$ cat config.mk
export PLATFORM = sky130hd
export DESIGN_NAME = fetch_pc_unit_flat
export DESIGN_NICKNAME = d
export VERILOG_FILES = /design/src/rtl/fetch_pc_unit_pkg.sv /design/src/rtl/fetch_pc_unit_if.sv /design/src/rtl/fetch_pc_unit.sv /design/src/flat_wrapper.sv
export SDC_FILE = /design/constraint.sdc
export NUM_CORES = 1
export LEC_CHECK = 0
export ABC_AREA = 1
export BUFFER_PORTS_ARGS = -buffer_cell sky130_fd_sc_hd__buf_2
export CAP_MARGIN = 30
export CORE_MARGIN = 5
export CORE_UTILIZATION = 40
export CTS_CLUSTER_DIAMETER = 200
export DETAILED_ROUTE_END_ITERATION = 7
export PLACE_DENSITY = 0.84
export SYNTH_ARGS = -nofsm -noshare
export SYNTH_HDL_FRONTEND = slang
export SYNTH_SLANG_ARGS = --single-unit
$ cat constraint.sdc
create_clock -name CLK -period 1.4 [get_ports CLK]
set_clock_uncertainty 0.15 [all_clocks]
set_input_delay 0.28 -clock CLK [delete_from_list [all_inputs] [get_ports CLK]]
set_output_delay 0.28 -clock CLK [all_outputs]
set_load 0.01 [all_outputs]
$ cat src/rtl/fetch_pc_unit_pkg.sv
// fetch_pc_unit_pkg: shared widths, PC step and fetch FSM state encoding.
package fetch_pc_unit_pkg;

    localparam int WIDTH   = 16;
    localparam int PC_STEP = 2;

    typedef enum logic [1:0] {
        IDLE = 2'd0,
        REQ  = 2'd1,
        HOLD = 2'd2
    } state_t;

endpackage

$ cat src/rtl/fetch_pc_unit_if.sv
// fetch_pc_unit_if: control, memory and decode signals of the fetch stage.
interface fetch_pc_unit_if #(
    parameter int WIDTH = fetch_pc_unit_pkg::WIDTH
);

    logic [WIDTH-1:0] NextPC;
    logic             PCWrite;
    logic             Flush;
    logic             IRTake;
    logic             MemAck;
    logic [WIDTH-1:0] MemData;
    logic [WIDTH-1:0] PC;
    logic [WIDTH-1:0] PCPlus;
    logic             MemReq;
    logic [WIDTH-1:0] MemAddr;
    logic [WIDTH-1:0] IR;
    logic             IRValid;

    modport master (
        input  NextPC, PCWrite, Flush, IRTake, MemAck, MemData,
        output PC, PCPlus, MemReq, MemAddr, IR, IRValid
    );

    modport slave (
        output NextPC, PCWrite, Flush, IRTake, MemAck, MemData,
        input  PC, PCPlus, MemReq, MemAddr, IR, IRValid
    );

endinterface

$ cat src/rtl/fetch_pc_unit.sv
// fetch_pc_unit: program counter plus one-word req/ack instruction fetch into an IR.
module fetch_pc_unit
    import fetch_pc_unit_pkg::*;
#(
    parameter int               WIDTH    = fetch_pc_unit_pkg::WIDTH,
    parameter logic [WIDTH-1:0] RESET_PC = '0,
    parameter int               PC_STEP  = fetch_pc_unit_pkg::PC_STEP
) (
    input logic             CLK,
    input logic             Reset_n,
    fetch_pc_unit_if.master bus
);

    state_t           state_q, state_d;
    logic [WIDTH-1:0] pc_q, pc_d;
    logic [WIDTH-1:0] ir_q, ir_d;
    logic [WIDTH-1:0] next_pc;

    // Loaded PCs are halfword aligned.
    assign next_pc     = {bus.NextPC[WIDTH-1:1], 1'b0};
    assign bus.PCPlus  = pc_q + WIDTH'(PC_STEP);
    assign bus.PC      = pc_q;
    assign bus.MemAddr = pc_q;
    assign bus.IR      = ir_q;
    assign bus.MemReq  = state_q == REQ;
    assign bus.IRValid = state_q == HOLD;

    always_comb begin
        state_d = state_q;
        pc_d    = pc_q;
        ir_d    = ir_q;
        case (state_q)
            REQ: begin
                if (bus.Flush) begin
                    pc_d = next_pc;
                end else if (bus.MemAck) begin
                    ir_d    = bus.MemData;
                    state_d = HOLD;
                end
            end
            HOLD: begin
                if (bus.Flush) begin
                    pc_d    = next_pc;
                    state_d = REQ;
                end else if (bus.IRTake) begin
                    pc_d    = bus.PCWrite ? next_pc : bus.PCPlus;
                    state_d = REQ;
                end
            end
            default: state_d = REQ;
        endcase
    end

    always_ff @(posedge CLK) begin
        if (!Reset_n) begin
            state_q <= IDLE;
            pc_q    <= {RESET_PC[WIDTH-1:1], 1'b0};
            ir_q    <= '0;
        end else begin
            state_q <= state_d;
            pc_q    <= pc_d;
            ir_q    <= ir_d;
        end
    end

endmodule

$ cat src/flat_wrapper.sv
// flat-port wrapper written by rule: the top's interface ports become plain ports
module fetch_pc_unit_flat import fetch_pc_unit_pkg::*;
#(
    parameter int               WIDTH    = fetch_pc_unit_pkg::WIDTH,
    parameter logic [WIDTH-1:0] RESET_PC = '0,
    parameter int               PC_STEP  = fetch_pc_unit_pkg::PC_STEP
)
  (CLK, Reset_n, bus_NextPC, bus_PCWrite, bus_Flush, bus_IRTake, bus_MemAck, bus_MemData, bus_PC, bus_PCPlus, bus_MemReq, bus_MemAddr, bus_IR, bus_IRValid);
  fetch_pc_unit_if #(.WIDTH(WIDTH)) bus_i ();
  input logic CLK;
  input logic Reset_n;
  input wire logic [$bits(bus_i.NextPC)-1:0] bus_NextPC;
  input wire logic [$bits(bus_i.PCWrite)-1:0] bus_PCWrite;
  input wire logic [$bits(bus_i.Flush)-1:0] bus_Flush;
  input wire logic [$bits(bus_i.IRTake)-1:0] bus_IRTake;
  input wire logic [$bits(bus_i.MemAck)-1:0] bus_MemAck;
  input wire logic [$bits(bus_i.MemData)-1:0] bus_MemData;
  output wire logic [$bits(bus_i.PC)-1:0] bus_PC;
  output wire logic [$bits(bus_i.PCPlus)-1:0] bus_PCPlus;
  output wire logic [$bits(bus_i.MemReq)-1:0] bus_MemReq;
  output wire logic [$bits(bus_i.MemAddr)-1:0] bus_MemAddr;
  output wire logic [$bits(bus_i.IR)-1:0] bus_IR;
  output wire logic [$bits(bus_i.IRValid)-1:0] bus_IRValid;
  assign bus_i.NextPC = bus_NextPC;
  assign bus_i.PCWrite = bus_PCWrite;
  assign bus_i.Flush = bus_Flush;
  assign bus_i.IRTake = bus_IRTake;
  assign bus_i.MemAck = bus_MemAck;
  assign bus_i.MemData = bus_MemData;
  assign bus_PC = bus_i.PC;
  assign bus_PCPlus = bus_i.PCPlus;
  assign bus_MemReq = bus_i.MemReq;
  assign bus_MemAddr = bus_i.MemAddr;
  assign bus_IR = bus_i.IR;
  assign bus_IRValid = bus_i.IRValid;
  fetch_pc_unit #(.WIDTH(WIDTH), .RESET_PC(RESET_PC), .PC_STEP(PC_STEP)) u_core (.CLK(CLK), .Reset_n(Reset_n), .bus(bus_i));
endmodule
==> impl_results.md <==
- Final instance area: 3370 µm²
- TritonCTS Buffers: 5
- Setup TNS: -7.88 ns
- Endpoints failing hold: 0
- Largest net degree at the start of global routing: 17
- Worst min-delay path category: primary input to flip-flop
- Worst IR drop on VDD: 0.632 mV
- Final setup viols: 36
- Drt drc: 0
- Slew Viols, Final: 0
- DIE AREA: 6090 µm²
- Fmax: 505 MHz
- Leak Pwr: 1.72 nW
- Flop and latch count out of synthesis: 33
- Die width: 78.1 µm
- Core area: 4410 µm²
- Gr usage total: 0.205
- Dpl cell area: 2570 µm²
- NetSw: 0.869 mW
- Initial Util: 0.420
- Largest buffer count on any clock path: 2
- Logic pwr share: 0.316
- EDFF count, synth: 0
- Antenna viol nets, final: 0
- Hold Startpoint: bus_MemData[7]
- Root Buffer: clkbuf_8
- Vias in the first global route: 2225
- Critical Path Max Stage Delay: 0.37 ns
- CTS Hold Bufs: 0
- Post-Synthesis Cells: 256
- Required @ worst endpoint: 0.97 ns
- Seq/Total Area, Yosys: 0.357
- Sw frac: 0.317
- Maxcap violations: 0
- Via/cell ratio: 5.30
- RSZ-0062 raised after global routing: true
- Critical path endpoint category: primary output
- Final #Nets: 430
- # IOs: 104
- Routability congestion estimate: 0.858
- Worst Setup Start Kind: flip-flop
- ANT cells: 0
- Final WS setup: -0.582 ns
- Drt total wl: 7.27 mm
- Die H: 78.1 µm
- Failing checks: negative setup slack
- Area added between synthesis and finish: 81.8%
- Ys async rst share: 0
- Critical path fanouts, max: 3
- Layout Cells excl Fill: 444
- Pwr dens: 813 nW/µm²
- CTS clk-pin slew, worst paths: 0.07 ns
- Flop pwr share: 0.392
- List of most frequent post-synthesis cells: nor2_1 (43), nand2_1 (37), dfxtp_1 (33), a21oi_1 (27), o21ai_0 (22)
- Drt initial violations: 136
- Mapped Avg Cell Area: 7.24 µm²
- Worst reg2reg setup slack: -0.21 ns
- Top-count cell post-synth: nor2_1
- Area contributors post-synth: dfxtp_1 (36%), nor2_1 (8.7%), nand2_1 (7.5%)
- Post-synthesis cell type count: 29
- Worst-path cell chain: nand2_1 -> nor2_4 -> nand3b_1 -> nand2_1 -> and2_4 -> buf_6
- Share of layout cells above drive strength 1: 0.673
- Critical path class: flip-flop to primary output
- Avg WL per Cell: 16.4 µm
- Inst Count DP: 417
- Via count: 2354
- Int Power: 1.87 mW
- Top_reg_cell synth: dfxtp_1
- Outcome: finished with violations
- Clock sink count: 33
- Yosys top cell area share: 0.357
- Final period util: 1.42
- Synth area leader: dfxtp_1
- H-tree lvl count: 2
- Antenna violations before repair: 0
- Yosys warnings: 0
- DRT Pass-1 Iters: 4
- Clk Latency, worst-skew pair: 0.28 ns
- CP Launch Point: u_core.bus.MemAddr[8]
- # port buffers: 99
- R2r startpoint: u_core.bus.MemAddr[8]
- Tmin final: 1.98 ns
- First-pass GRT wire length: 10.2 mm
- CP arrival: 1.55 ns
- Mapped Area: 1850 µm²
- Hpwl dp: 4.36 mm
- Most used cell, CP: nand2_1
- Critical path's slowest cell: dfxtp_2
- Core Rows: 24
- Grt total ovfl: 0
- CTS tree: yes
- Clock power frac: 0.292
## final timing paths
check,endpoint,cells past startpoint
hold reg to reg,u_core.bus.IR[0],2
hold / removal,u_core.bus.IR[7],3
setup / recovery,bus_PCPlus[11],6
setup reg to reg,u_core.bus.MemAddr[13],9
## power groups by stage
stage | logic, mW | registers [mW] | clock network [mW]
CTS | 0.742 | 1.06 | 0.822
detailed placement | 0.636 | 1.09 | 0
floorplan | 0.324 | 1.13 | 0
global placement | 0.622 | 1.08 | 0
global route | 0.926 | 1.08 | 0.875
finish | 0.866 | 1.07 | 0.800
## worst max-delay path, delay by kind of cell (launching register included)
kind | cells | cell delay (ns)
and+or+nand+nor | 5 | 0.81
buffers and inverters | 1 | 0.09
DFF | 1 | 0.37
## layout by cell type (no fill, tap or decap), types with 3 or more instances in the layout
cell type | netlist | layout
buf_2 | 0 | 90
nor2_1 | 43 | 35
buf_4 | 18 | 33
buf_6 | 4 | 21
nand2_1 | 37 | 20
dfxtp_1 | 33 | 19
o21ai_2 | 0 | 18
a21oi_2 | 0 | 14
inv_1 | 15 | 12
a21oi_1 | 27 | 12
nand2_2 | 0 | 9
nand2_4 | 1 | 9
o21ai_1 | 8 | 9
dfxtp_4 | 0 | 9
nor2_4 | 3 | 8
clkbuf_8 | 1 | 7
nand3_2 | 1 | 6
dfxtp_2 | 0 | 5
inv_2 | 3 | 4
nand4_1 | 4 | 4
buf_12 | 0 | 4
nand3_4 | 1 | 3
nor2_2 | 0 | 3
nand3_1 | 10 | 3
inv_6 | 0 | 3
o21ai_0 | 22 | 3
conb_1 | 1 | 3
## flip-flops by register name, summed over array words and instances, names as in the netlist
name,flops
u_core.bus.MemAddr,15
u_core.state_q,2
u_core.bus.IR,16
## what timing repair did
item / CTS / global route
buffers inserted: 15 / 4
pin swaps: 15 / 29
setup endpoints to repair: 35 / 53
resized for setup: 52 / 91
cloned: 3 / 1
## per-stage QoR
step	setup WS, ns	hold slack, ns	power (mW)	utilization
2_1_floorplan	-0.0899	0.274	1.45	-
3_3_place_gp	-0.177	0.308	1.70	0.582
3_5_place_dp	-0.256	0.322	1.72	0.582
4_1_cts	-0.495	0.0739	2.63	0.685
5_1_grt	-0.659	0.0782	2.88	0.763
6_report	-0.582	0.0786	2.74	0.763
## cells by family after synthesis
family | count (synthesis) | share of synthesized area
AO/OA/AOI/OAI | 61 | 0.175
XOR/XNOR | 7 | 0.0331
adder cells (fa/ha/maj) | 1 | 0.00675
buffers and inverters | 47 | 0.156
flip-flops | 33 | 0.357
other | 1 | 0.00202
AND/OR/NAND/NOR | 106 | 0.271
## per-layer routing
layer,vias up,GRT usage,part of all wire
li1,1095,-,-
met1,1090,0.204,0.33
met2,128,0.387,0.53
met3,41,0.0572,0.088
met4,0,0.0963,0.047
met5,-,0,0
## layout make-up
| class | instances | area (µm²) |
|---|---|---|
| Fill cell | 291 | 1040 |
| Tap cell | 52 | 65.1 |
| Inverter | 20 | 90.1 |
| Timing Repair Buffer | 151 | 1080 |
| Sequential cell | 33 | 701 |
| Clock inverter | 1 | 5.00 |
| Clock buffer | 7 | 96.3 |
| Multi-Input combinational cell | 179 | 1320 |
| Timing Repair inverter | 1 | 8.76 |
No activity file was read; power rests on OpenSTA's default activity.
